[src/rtl/sensor_frame_tx.sv]
// ---------------------------------------------------------------------------
// sensor_frame_tx
//   Transmitter side of the sensor link. On an accepted start request it
//   snapshots four sensor readings and shifts them out on one wire, sensor1
//   first. Each sensor goes out as a framed word:
//     start(0) | index[1:0] LSB first | data LSB first | even parity | stop(1)
//   Every bit is held for CLKS_PER_BIT clocks and the line idles high.
//
// Ports
//   clk        : system clock, rising edge
//   rst        : synchronous active-high reset (aborts a frame in flight)
//   start      : frame request, honoured only while idle
//   sensor1..4 : sensor readings, snapshotted when start is accepted
//   serial_out : serial line (registered, idles high)
//   busy       : high while a frame is in progress (registered)
//   done       : one-cycle pulse on the edge the frame completes (registered)
// ---------------------------------------------------------------------------
module sensor_frame_tx #(
  parameter int DATA_WIDTH   = 8,
  parameter int CLKS_PER_BIT = 4
) (
  input  logic                  clk,
  input  logic                  rst,
  input  logic                  start,
  input  logic [DATA_WIDTH-1:0] sensor1,
  input  logic [DATA_WIDTH-1:0] sensor2,
  input  logic [DATA_WIDTH-1:0] sensor3,
  input  logic [DATA_WIDTH-1:0] sensor4,
  output logic                  serial_out,
  output logic                  busy,
  output logic                  done
);

  localparam int              BIT_W      = (DATA_WIDTH > 1) ? $clog2(DATA_WIDTH) : 1;
  localparam logic [7:0]      TIMER_LAST = 8'(CLKS_PER_BIT - 1);
  localparam logic [BIT_W-1:0] DATA_LAST = BIT_W'(DATA_WIDTH - 1);
  localparam logic [BIT_W-1:0] IDX_LAST  = BIT_W'(1);

  typedef enum logic [2:0] {
    ST_IDLE   = 3'd0,
    ST_START  = 3'd1,
    ST_INDEX  = 3'd2,
    ST_DATA   = 3'd3,
    ST_PARITY = 3'd4,
    ST_STOP   = 3'd5
  } state_t;

  // Even parity over the index and data bits of one sensor word.
  function automatic logic f_even_parity(input logic [1:0]            idx,
                                         input logic [DATA_WIDTH-1:0] data);
    return ^{idx, data};
  endfunction

  state_t                r_state;
  state_t                w_state_n;
  logic [7:0]            r_timer;
  logic [7:0]            w_timer_n;
  logic [1:0]            r_sensor;
  logic [1:0]            w_sensor_n;
  logic [BIT_W-1:0]      r_bit;
  logic [BIT_W-1:0]      w_bit_n;
  logic [DATA_WIDTH-1:0] r_data [4];
  logic                  w_latch;
  logic                  w_wrap;
  logic                  w_serial_n;
  logic                  w_busy_n;
  logic                  w_done_n;
  logic                  r_serial;
  logic                  r_busy;
  logic                  r_done;

  assign w_wrap     = (r_timer == TIMER_LAST);
  assign serial_out = r_serial;
  assign busy       = r_busy;
  assign done       = r_done;

  // Next-state logic: bit timer, field bit counter, sensor counter, FSM.
  always_comb begin
    w_state_n  = r_state;
    w_timer_n  = r_timer;
    w_sensor_n = r_sensor;
    w_bit_n    = r_bit;
    w_latch    = 1'b0;
    w_done_n   = 1'b0;
    case (r_state)
      ST_IDLE: begin
        if (start) begin
          w_state_n  = ST_START;
          w_timer_n  = 8'd0;
          w_sensor_n = 2'd0;
          w_bit_n    = '0;
          w_latch    = 1'b1;
        end else begin
          w_timer_n = 8'd0;
        end
      end
      ST_START: begin
        if (w_wrap) begin
          w_timer_n = 8'd0;
          w_bit_n   = '0;
          w_state_n = ST_INDEX;
        end else begin
          w_timer_n = r_timer + 8'd1;
        end
      end
      ST_INDEX: begin
        if (w_wrap) begin
          w_timer_n = 8'd0;
          if (r_bit == IDX_LAST) begin
            w_bit_n   = '0;
            w_state_n = ST_DATA;
          end else begin
            w_bit_n = r_bit + BIT_W'(1);
          end
        end else begin
          w_timer_n = r_timer + 8'd1;
        end
      end
      ST_DATA: begin
        if (w_wrap) begin
          w_timer_n = 8'd0;
          if (r_bit == DATA_LAST) begin
            w_bit_n   = '0;
            w_state_n = ST_PARITY;
          end else begin
            w_bit_n = r_bit + BIT_W'(1);
          end
        end else begin
          w_timer_n = r_timer + 8'd1;
        end
      end
      ST_PARITY: begin
        if (w_wrap) begin
          w_timer_n = 8'd0;
          w_state_n = ST_STOP;
        end else begin
          w_timer_n = r_timer + 8'd1;
        end
      end
      ST_STOP: begin
        if (w_wrap) begin
          w_timer_n = 8'd0;
          if (r_sensor == 2'd3) begin
            // Last stop bit: back to idle and flag completion on this edge.
            w_state_n = ST_IDLE;
            w_done_n  = 1'b1;
          end else begin
            // No idle gap between sensors inside a frame.
            w_sensor_n = r_sensor + 2'd1;
            w_state_n  = ST_START;
          end
        end else begin
          w_timer_n = r_timer + 8'd1;
        end
      end
      default: begin
        w_state_n  = ST_IDLE;
        w_timer_n  = 8'd0;
        w_sensor_n = 2'd0;
        w_bit_n    = '0;
      end
    endcase
  end

  // Line value for the state being entered, so the registered output changes
  // on the same edge as the FSM. Data/parity read the snapshot, which is
  // always loaded well before the first data bit.
  always_comb begin
    w_serial_n = 1'b1;
    w_busy_n   = (w_state_n != ST_IDLE);
    case (w_state_n)
      ST_IDLE:   w_serial_n = 1'b1;
      ST_START:  w_serial_n = 1'b0;
      ST_INDEX:  w_serial_n = w_sensor_n[w_bit_n[0]];
      ST_DATA:   w_serial_n = r_data[w_sensor_n][w_bit_n];
      ST_PARITY: w_serial_n = f_even_parity(w_sensor_n, r_data[w_sensor_n]);
      ST_STOP:   w_serial_n = 1'b1;
      default:   w_serial_n = 1'b1;
    endcase
  end

  // FSM state, counters and registered outputs.
  always_ff @(posedge clk) begin
    if (rst) begin
      r_state  <= ST_IDLE;
      r_timer  <= 8'd0;
      r_sensor <= 2'd0;
      r_bit    <= '0;
      r_serial <= 1'b1;
      r_busy   <= 1'b0;
      r_done   <= 1'b0;
    end else begin
      r_state  <= w_state_n;
      r_timer  <= w_timer_n;
      r_sensor <= w_sensor_n;
      r_bit    <= w_bit_n;
      r_serial <= w_serial_n;
      r_busy   <= w_busy_n;
      r_done   <= w_done_n;
    end
  end

  // Sensor snapshot, loaded only when a frame request is accepted.
  always_ff @(posedge clk) begin
    if (rst) begin
      for (int i = 0; i < 4; i++) begin
        r_data[i] <= '0;
      end
    end else if (w_latch) begin
      r_data[0] <= sensor1;
      r_data[1] <= sensor2;
      r_data[2] <= sensor3;
      r_data[3] <= sensor4;
    end else begin
      for (int i = 0; i < 4; i++) begin
        r_data[i] <= r_data[i];
      end
    end
  end

endmodule

[config.mk]
export PLATFORM = sky130hd
export DESIGN_NAME = sensor_frame_tx
export DESIGN_NICKNAME = d
export VERILOG_FILES = /design/src/rtl/sensor_frame_tx.sv
export SDC_FILE = /design/constraint.sdc
export NUM_CORES = 1
export LEC_CHECK = 0
export ABC_AREA = 1
export CORE_ASPECT_RATIO = 0.75
export CORE_MARGIN = 5
export CORE_UTILIZATION = 40
export CTS_CLUSTER_DIAMETER = 40
export DETAILED_ROUTE_END_ITERATION = 10
export PLACE_DENSITY = 0.7
export SYNTH_ARGS = -nofsm -noshare
export SYNTH_HDL_FRONTEND = slang
export SYNTH_SLANG_ARGS = --single-unit
[constraint.sdc]
create_clock -name clk -period 2.2 [get_ports clk]
set_input_delay 0.33 -clock clk [delete_from_list [all_inputs] [get_ports clk]]
set_output_delay 0.33 -clock clk [all_outputs]
set_load 0.02 [all_outputs]
### After elaboration in Yosys (flattened, before gate mapping)

Memory sizes are Yosys's and may differ from the RTL's.
Cells that the tools add are included.

* multiplexer cells: 45
* reduce and logical (&&, ||, !) cells: 9
* equal/unequal tests: 14
* bitwise logic cells: 11
* $add $sub $neg: 3
* magnitude comparators: 2

Operators with widths (count)
* two-way mux 8 bit: 8
* two-way mux 3 bit: 14
* case mux 3 bit (6 select lines): 1
* two-way mux 1 bit: 15
* case mux 3 bit (5 select lines): 1
* equality test 3 x 2 -> 1 bit, second input constant: 4
* equality test 3 bit, second input constant: 4
* parity 10 bit: 1
* equality test 3 x 1 -> 1 bit, second input constant: 3
* adder 8 x 1 -> 8 bit, second input constant: 1
* equality test 8 x 2 -> 1 bit, second input constant: 1
* bitwise OR 1 bit: 8
* two-way mux 2 bit: 3
* case mux 2 bit (3 select lines): 1
* OR reduction 3 bit: 2
* OR reduction 5 bit: 1
* less-than comparator 3 x 4 -> 1 bit, second input constant: 1
* case mux 1 bit (4 select lines): 1
* OR reduction 4 bit: 1
* adder 3 x 1 -> 3 bit, second input constant: 1
* binary-select mux 1 bit (select 3 bit): 1
* logical NOT 3 bit: 1
* NOT 1 bit: 3
* nonzero test 3 bit: 1
* other kinds (6): 6

* RAM bits: 32
* word-level logic and storage cells: 92
* memories kept: 1
* flip-flop bits (word level): 19

Memory list
* r_data: depth 4, width 8, rd ports 1, clocked after Yosys merged registers in 0, wr ports 4, line 62 `logic [DATA_WIDTH-1:0] r_data [4];`

### Longest topological paths before layout

An unclocked memory read counts as a cell.

* depth after elaboration: 8
* gate-level depth with buffers: 20
* depth with buffers taken out: 20

### Worst setup path after synthesis

No wires, ideal clock.

* path type: register to register
* start: register r_timer[0]
* end: register r_serial (netlist: serial_out)
* slack: 41 ps
* clock period less this slack: 2159 ps
* cell stages (with the launch flop): 18
* arrival: 2046 ps
* data required time: 2087 ps
* setup time: 113 ps
* path buffers: 1
* cells stage by stage: dfxtp_1 -> ha_1 -> nand2_1 -> nor2_1 -> nand2_2 -> a21oi_4 -> nand2_4 -> buf_8 -> nand2_4 -> nand3_2 -> nand3_1 -> nand2_1 -> nand2_1 -> nand3_2 -> nand2_1 -> nand2_1 -> nand3_1 -> nand2_1

* longest elaborated chain between the ends: 7
* elaborated cells between the ends (all ways): 24
* classes of those cells: eq/ne (5); mux (17); reduce/logical (1); memory (1)

Ends and longest elaborated chain
* start, declared: line 56 `logic [7:0] r_timer;`
* start signal, assigned: line 194 `r_timer <= w_timer_n;`
* equality test 8 x 2 -> 1 bit (*): line 72 `assign w_wrap = (r_timer == TIMER_LAST);`
* two-way mux 2 bit: line 141 `if (w_wrap) begin`
* case mux 2 bit (3 select lines): line 85 `case (r_state)`
* memory read (4 x 8 bit)
* binary-select mux 1 bit (select 3 bit): line 175 `ST_DATA: w_serial_n = r_data[w_sensor_n][w_bit_n];`
* two-way mux 1 bit (not written as such): line 175
* case mux 1 bit (4 select lines) (*): line 171 `case (w_state_n)`
* end signal, assigned: line 197 `r_serial <= w_serial_n;`
* end, declared: line 68 `logic r_serial;`

Mark *: on every way between the ends. The rest lies on a longest branch, timed or not. The select of a mux whose other input is x is not followed.
A chain may end at the register's enable or synchronous reset.

### Final worst setup path

* start: register r_state[0]
* end: register r_serial (netlist: serial_out)

* longest elaborated chain between the ends: 7
* elaborated cells between the ends (all ways): 30
* classes of those cells: eq/ne (9); mux (16); reduce/logical (4); memory (1)

Ends and longest elaborated chain
* start, declared: line 54 `state_t r_state;`
* start signal, assigned: line 193 `r_state <= w_state_n;`
* equality test 3 bit, or another cell as far along: line 85
* OR reduction 4 bit (no line)
* case mux 2 bit (3 select lines): line 85
* memory read (4 x 8 bit)
* binary-select mux 1 bit (select 3 bit): line 175
* two-way mux 1 bit (not written as such): line 175
* case mux 1 bit (4 select lines) (*): line 171

Marks and branches as above.

==> tab_implementation.tex <==
\begin{tabular}{lr}
\hline
Metric & Value \\
\hline
\multicolumn{2}{l}{\textbf{Layout}} \\
Count of nets after finishing & slightly above 500 \\
Number of filler cells placed in the layout & approximately 650 \\
Ant. Diodes & 0 \\
Share of layout cells above drive strength 1 & 0.248 \\
Storage cell area & 0.00135 mm2 \\
Area taken by multi-input logic gates & 0.00157 mm2 \\
Syn-to-layout area delta & 33.0\% \\
\multicolumn{2}{l}{\textbf{Routing}} \\
Starting DRT DRC Count & roughly 160 \\
DR pass1 iterations & 4 \\
Number of DRC violations after detailed routing & 0 \\
Detail-routed via count per cell & about 4.7 \\
Final Routed Wirelength & 6.97 mm \\
Number of nets with antenna violations after routing & 0 \\
Vias & 2,720 \\
Routed length per placed instance & between 10 and 15 um \\
\multicolumn{2}{l}{\textbf{Timing}} \\
Slew of the pin with the lowest slew margin & roughly 0.37 ns \\
Worst clock skew & just over 0.007 ns \\
Smallest setup slack after layout & -0.0145 ns \\
Tcrit/Tclk final & 1.01 \\
Number of pins exceeding their max-slew limit in the final report & 0 \\
Number of hold violations in the final report & 0 \\
Setup violations, final & 1 \\
Post-layout min period & between 2 and 2.5 ns \\
Sum Neg Setup Slack & -0.0145 ns \\
Tightest slew margin relative to the limit & 0.754 \\
Unrepaired setup endpoints after global routing & true \\
F\_max & 0.452 GHz \\
\multicolumn{2}{l}{\textbf{Logic synthesis}} \\
Register bit total from synthesis & just over 50 \\
Count of cell types in the netlist & 32 \\
Largest area contributor in the synthesized netlist & edfxtp\_1 \\
Leading post-synthesis cells by cell area & edfxtp\_1 (31\%), dfxtp\_1 (12\%), nand2\_1 (12\%) \\
Number of enable flip-flop cells after synthesis & 32 \\
Fraction of registers with async set or reset after synthesis & 0 \\
Area of the mapped netlist & 0.00306 mm2 \\
Net count after synthesis & $\sim$450 \\
Post-synth top area share & 0.314 \\
Most frequently used flop master after synthesis & edfxtp\_1 \\
Avg Inst Size Synth & roughly 7.5 um2 \\
Sequential cell area fraction in the yosys report & 0.439 \\
YS warnings & 0 \\
Number of standard cells after synthesis & approximately 400 \\
\multicolumn{2}{l}{\textbf{Worst setup path}} \\
Critical Path Source & r\_state[0] \\
Cell family contributing the most delay on the critical path & simple AND/OR/NAND/NOR gates \\
Startpoint of the most critical register-to-register path & r\_state[0] \\
Maximum single-stage delay on the critical path & approximately 0.47 ns \\
Worst-path maximum fanout & 8 \\
Data arrival at the endpoint of the critical path & 2.41 ns \\
Critical register-to-register path endpoint & serial\_out \\
Reg2Reg Depth & 16 \\
Slowest cell on the critical path & dfxtp\_1 \\
Critical path destination & serial\_out \\
Number of buffers and inverters on the critical path & 2 \\
R2R Setup Slk & -0.01 ns \\
Ordered list of cells on the worst path & inv\_2, nor3\_4, nand2\_2, nand2\_4, nand2\_8, buf\_12, nand2\_4, nand3\_1, nand2\_1, nand2\_1, nand2\_2, nand3\_2, nand3\_2, nand3\_1, nand3\_1, nand2\_1 \\
Levels on crit path & 16 \\
Worst setup EP type & register \\
Worst setup path class & reg2reg \\
CP required & around 2.4 ns \\
Critical Path Start Type & register \\
\multicolumn{2}{l}{\textbf{Clock tree}} \\
Clock tree from TritonCTS & built \\
Deepest clock path buffer count & 2 \\
Total clock buffers created by CTS & 5 \\
Clock H-tree levels & 2 \\
Root Buffer & clkbuf\_8 \\
Latest clock arrival within the worst-skew pair & around 0.3 ns \\
Clock Sinks & 51 \\
Reg clk slew, reported paths & approximately 0.10 ns \\
\multicolumn{2}{l}{\textbf{Floorplanning}} \\
Die outline width & approximately 110 um \\
Boundary Pins & 38 \\
Floorplan die area & roughly 0.0095 mm2 \\
Floorplan core area & $\sim$0.0074 mm2 \\
Row count & 27 \\
Chip Height & roughly 86 um \\
Initial Utilization & 0.413 \\
\multicolumn{2}{l}{\textbf{Global routing}} \\
Via count of the first global-routing pass & roughly 2,600 \\
Wire length of the first global-routing pass & roughly 12 mm \\
Initial antenna violation count & 0 \\
Final global-route overflow total & 0 \\
Pin count of the biggest net entering global routing & 33 \\
Overall Global Routing Usage & 0.149 \\
\multicolumn{2}{l}{\textbf{Status}} \\
Failing checks & setup timing \\
Run status & complete, but fails checks \\
\multicolumn{2}{l}{\textbf{Placement}} \\
Worst-case setup slack after placement & -0.0943 ns \\
IO Port Bufs & 37 \\
DP Wirelength & slightly above 5 mm \\
Final RePlAce weighted congestion & $\sim$0.87 \\
\multicolumn{2}{l}{\textbf{Hold path}} \\
Hold Crit Class & reg2reg \\
\multicolumn{2}{l}{\textbf{Power and ir drop}} \\
LEAKAGE & 1.93 nW \\
Highest ir drop seen on vdd & 0.234 mV \\
PD cells & 473 mW/mm2 \\
\multicolumn{2}{l}{\textbf{Run}} \\
MaxCap Viol Count & 0 \\
\hline
\end{tabular}
per-layer routing:
metal / global-route usage / up-vias / part of all wire
met5: 0 / - / 0
met4: 0.0481 / 0 / 0.017
met3: 0.0360 / 12 / 0.055
met2: 0.241 / 63 / 0.46
met1: 0.198 / 1234 / 0.47
li1: - / 1411 / -
layout make-up:
class | count | area share
well taps | 101 | 0.0311
inverters | 77 | 0.0711
clock buffers | 6 | 0.0179
flip-flops and latches | 51 | 0.331
clock inverters | 2 | 0.00431
multi-input cells | 274 | 0.386
repair buffers | 66 | 0.159
stage by stage:
stage | power [W] | instances | hold slack, ns | cell area [um2] | util
global placement | 0.00138 | 560 | 0.475 | 3710 | 0.502
detailed placement | 0.00139 | 560 | 0.480 | 3710 | 0.502
CTS | 0.00192 | 573 | 0.495 | 3930 | 0.532
finish | 0.00192 | 577 | 0.493 | 4070 | 0.549
floorplan | 0.00127 | 406 | 0.418 | 3060 | -
global route | 0.00203 | 577 | 0.525 | 4070 | 0.549
Yosys cell counts (2+ instances only):
| cell | number |
|---|---|
| a211oi_1 | 2 |
| a21oi_1 | 5 |
| and2_1 | 2 |
| clkbuf_1 | 4 |
| dfxtp_1 | 19 |
| edfxtp_1 | 32 |
| ha_1 | 4 |
| inv_1 | 68 |
| inv_2 | 9 |
| nand2_1 | 94 |
| nand2_2 | 15 |
| nand2_4 | 7 |
| nand3_1 | 37 |
| nand3_2 | 11 |
| nand4_1 | 2 |
| nor2_1 | 64 |
| nor2_4 | 2 |
| nor3_1 | 4 |
| o211ai_1 | 4 |
| o21ai_0 | 6 |
| o21ai_1 | 3 |
| xor2_1 | 2 |
sequential cells by signal, summed over array words and instances (netlist names):
register,cells
r_bit,3
serial_out,1
busy,1
r_data,32
r_timer,8
done,1
r_sensor,2
r_state,3
layout by cell type, fill, tap and decap left out, types with 2 or more instances in the layout:
master,instances
nor2_2,2
nand3_1,29
nand3_2,17
nor2_1,63
dfxtp_1,15
nand4_1,2
clkdlybuf4s50_1,37
dfxtp_2,4
clkinv_4,2
nor3_1,3
nor2_4,2
nand2_1,83
buf_6,2
inv_2,12
clkbuf_8,5
buf_12,4
o21ai_1,3
xor2_1,2
nand2_4,12
nand3_4,3
ha_1,3
nand2_2,21
a21oi_1,5
edfxtp_1,32
a211oi_1,2
o211ai_1,4
buf_4,23
inv_1,65
o21ai_0,5
logic make-up (layout without fill, tap and decap cells):
| logic type | count (synthesis) | count (layout) | synth area share |
|---|---|---|---|
| and+or+nand+nor | 242 | 244 | 0.379 |
| buffers and inverters | 83 | 151 | 0.108 |
| DFF | 51 | 51 | 0.439 |
| AOI/OAI and AO/OA | 23 | 23 | 0.0491 |
| adders and majority gates | 4 | 4 | 0.0164 |
| xor gates and xnor gates | 3 | 3 | 0.00860 |
worst min-delay path by stage:
stage / startpoint / endpoint / slack (ns) / cells after the start
floorplan: r_timer[0] / r_timer[0] / 0.42 / 1
global placement: r_timer[4] / r_timer[4] / 0.47 / 2
detailed placement: r_timer[4] / r_timer[4] / 0.48 / 2
CTS: r_timer[4] / r_timer[4] / 0.50 / 2
global route: r_timer[4] / r_timer[4] / 0.53 / 2
finish: r_timer[4] / r_timer[4] / 0.49 / 2
worst reg2reg max path, stage by stage, from the launching register on:
cell and delay [ns]:
dfxtp_1 0.47, inv_2 0.10, nor3_4 0.26, nand2_2 0.12, nand2_4 0.15, nand2_8 0.08, buf_12 0.16, nand2_4 0.06
nand3_1 0.08, nand2_1 0.10, nand2_1 0.07, nand2_2 0.09, nand3_2 0.08, nand3_2 0.07, nand3_1 0.08, nand3_1 0.08
nand2_1 0.05
repair_timing:
item / in CTS / in global routing
hold buffers: 0 / 0
cloned: 2 / 0
endpoints found under the setup margin: 1 / 1
pin swaps: 6 / 20
gates resized for setup: 21 / 28
buffers inserted: 3 / 4
power breakdown:
group	total [W]	leakage (nW)	internal (W)	switching, W
combinational	0.000290	1.38	0.000135	0.000155
clock	0.000537	0.0454	0.000229	0.000308
sequential	0.00110	0.504	0.00107	0.0000236
No activity file was read; power rests on OpenSTA's default activity.
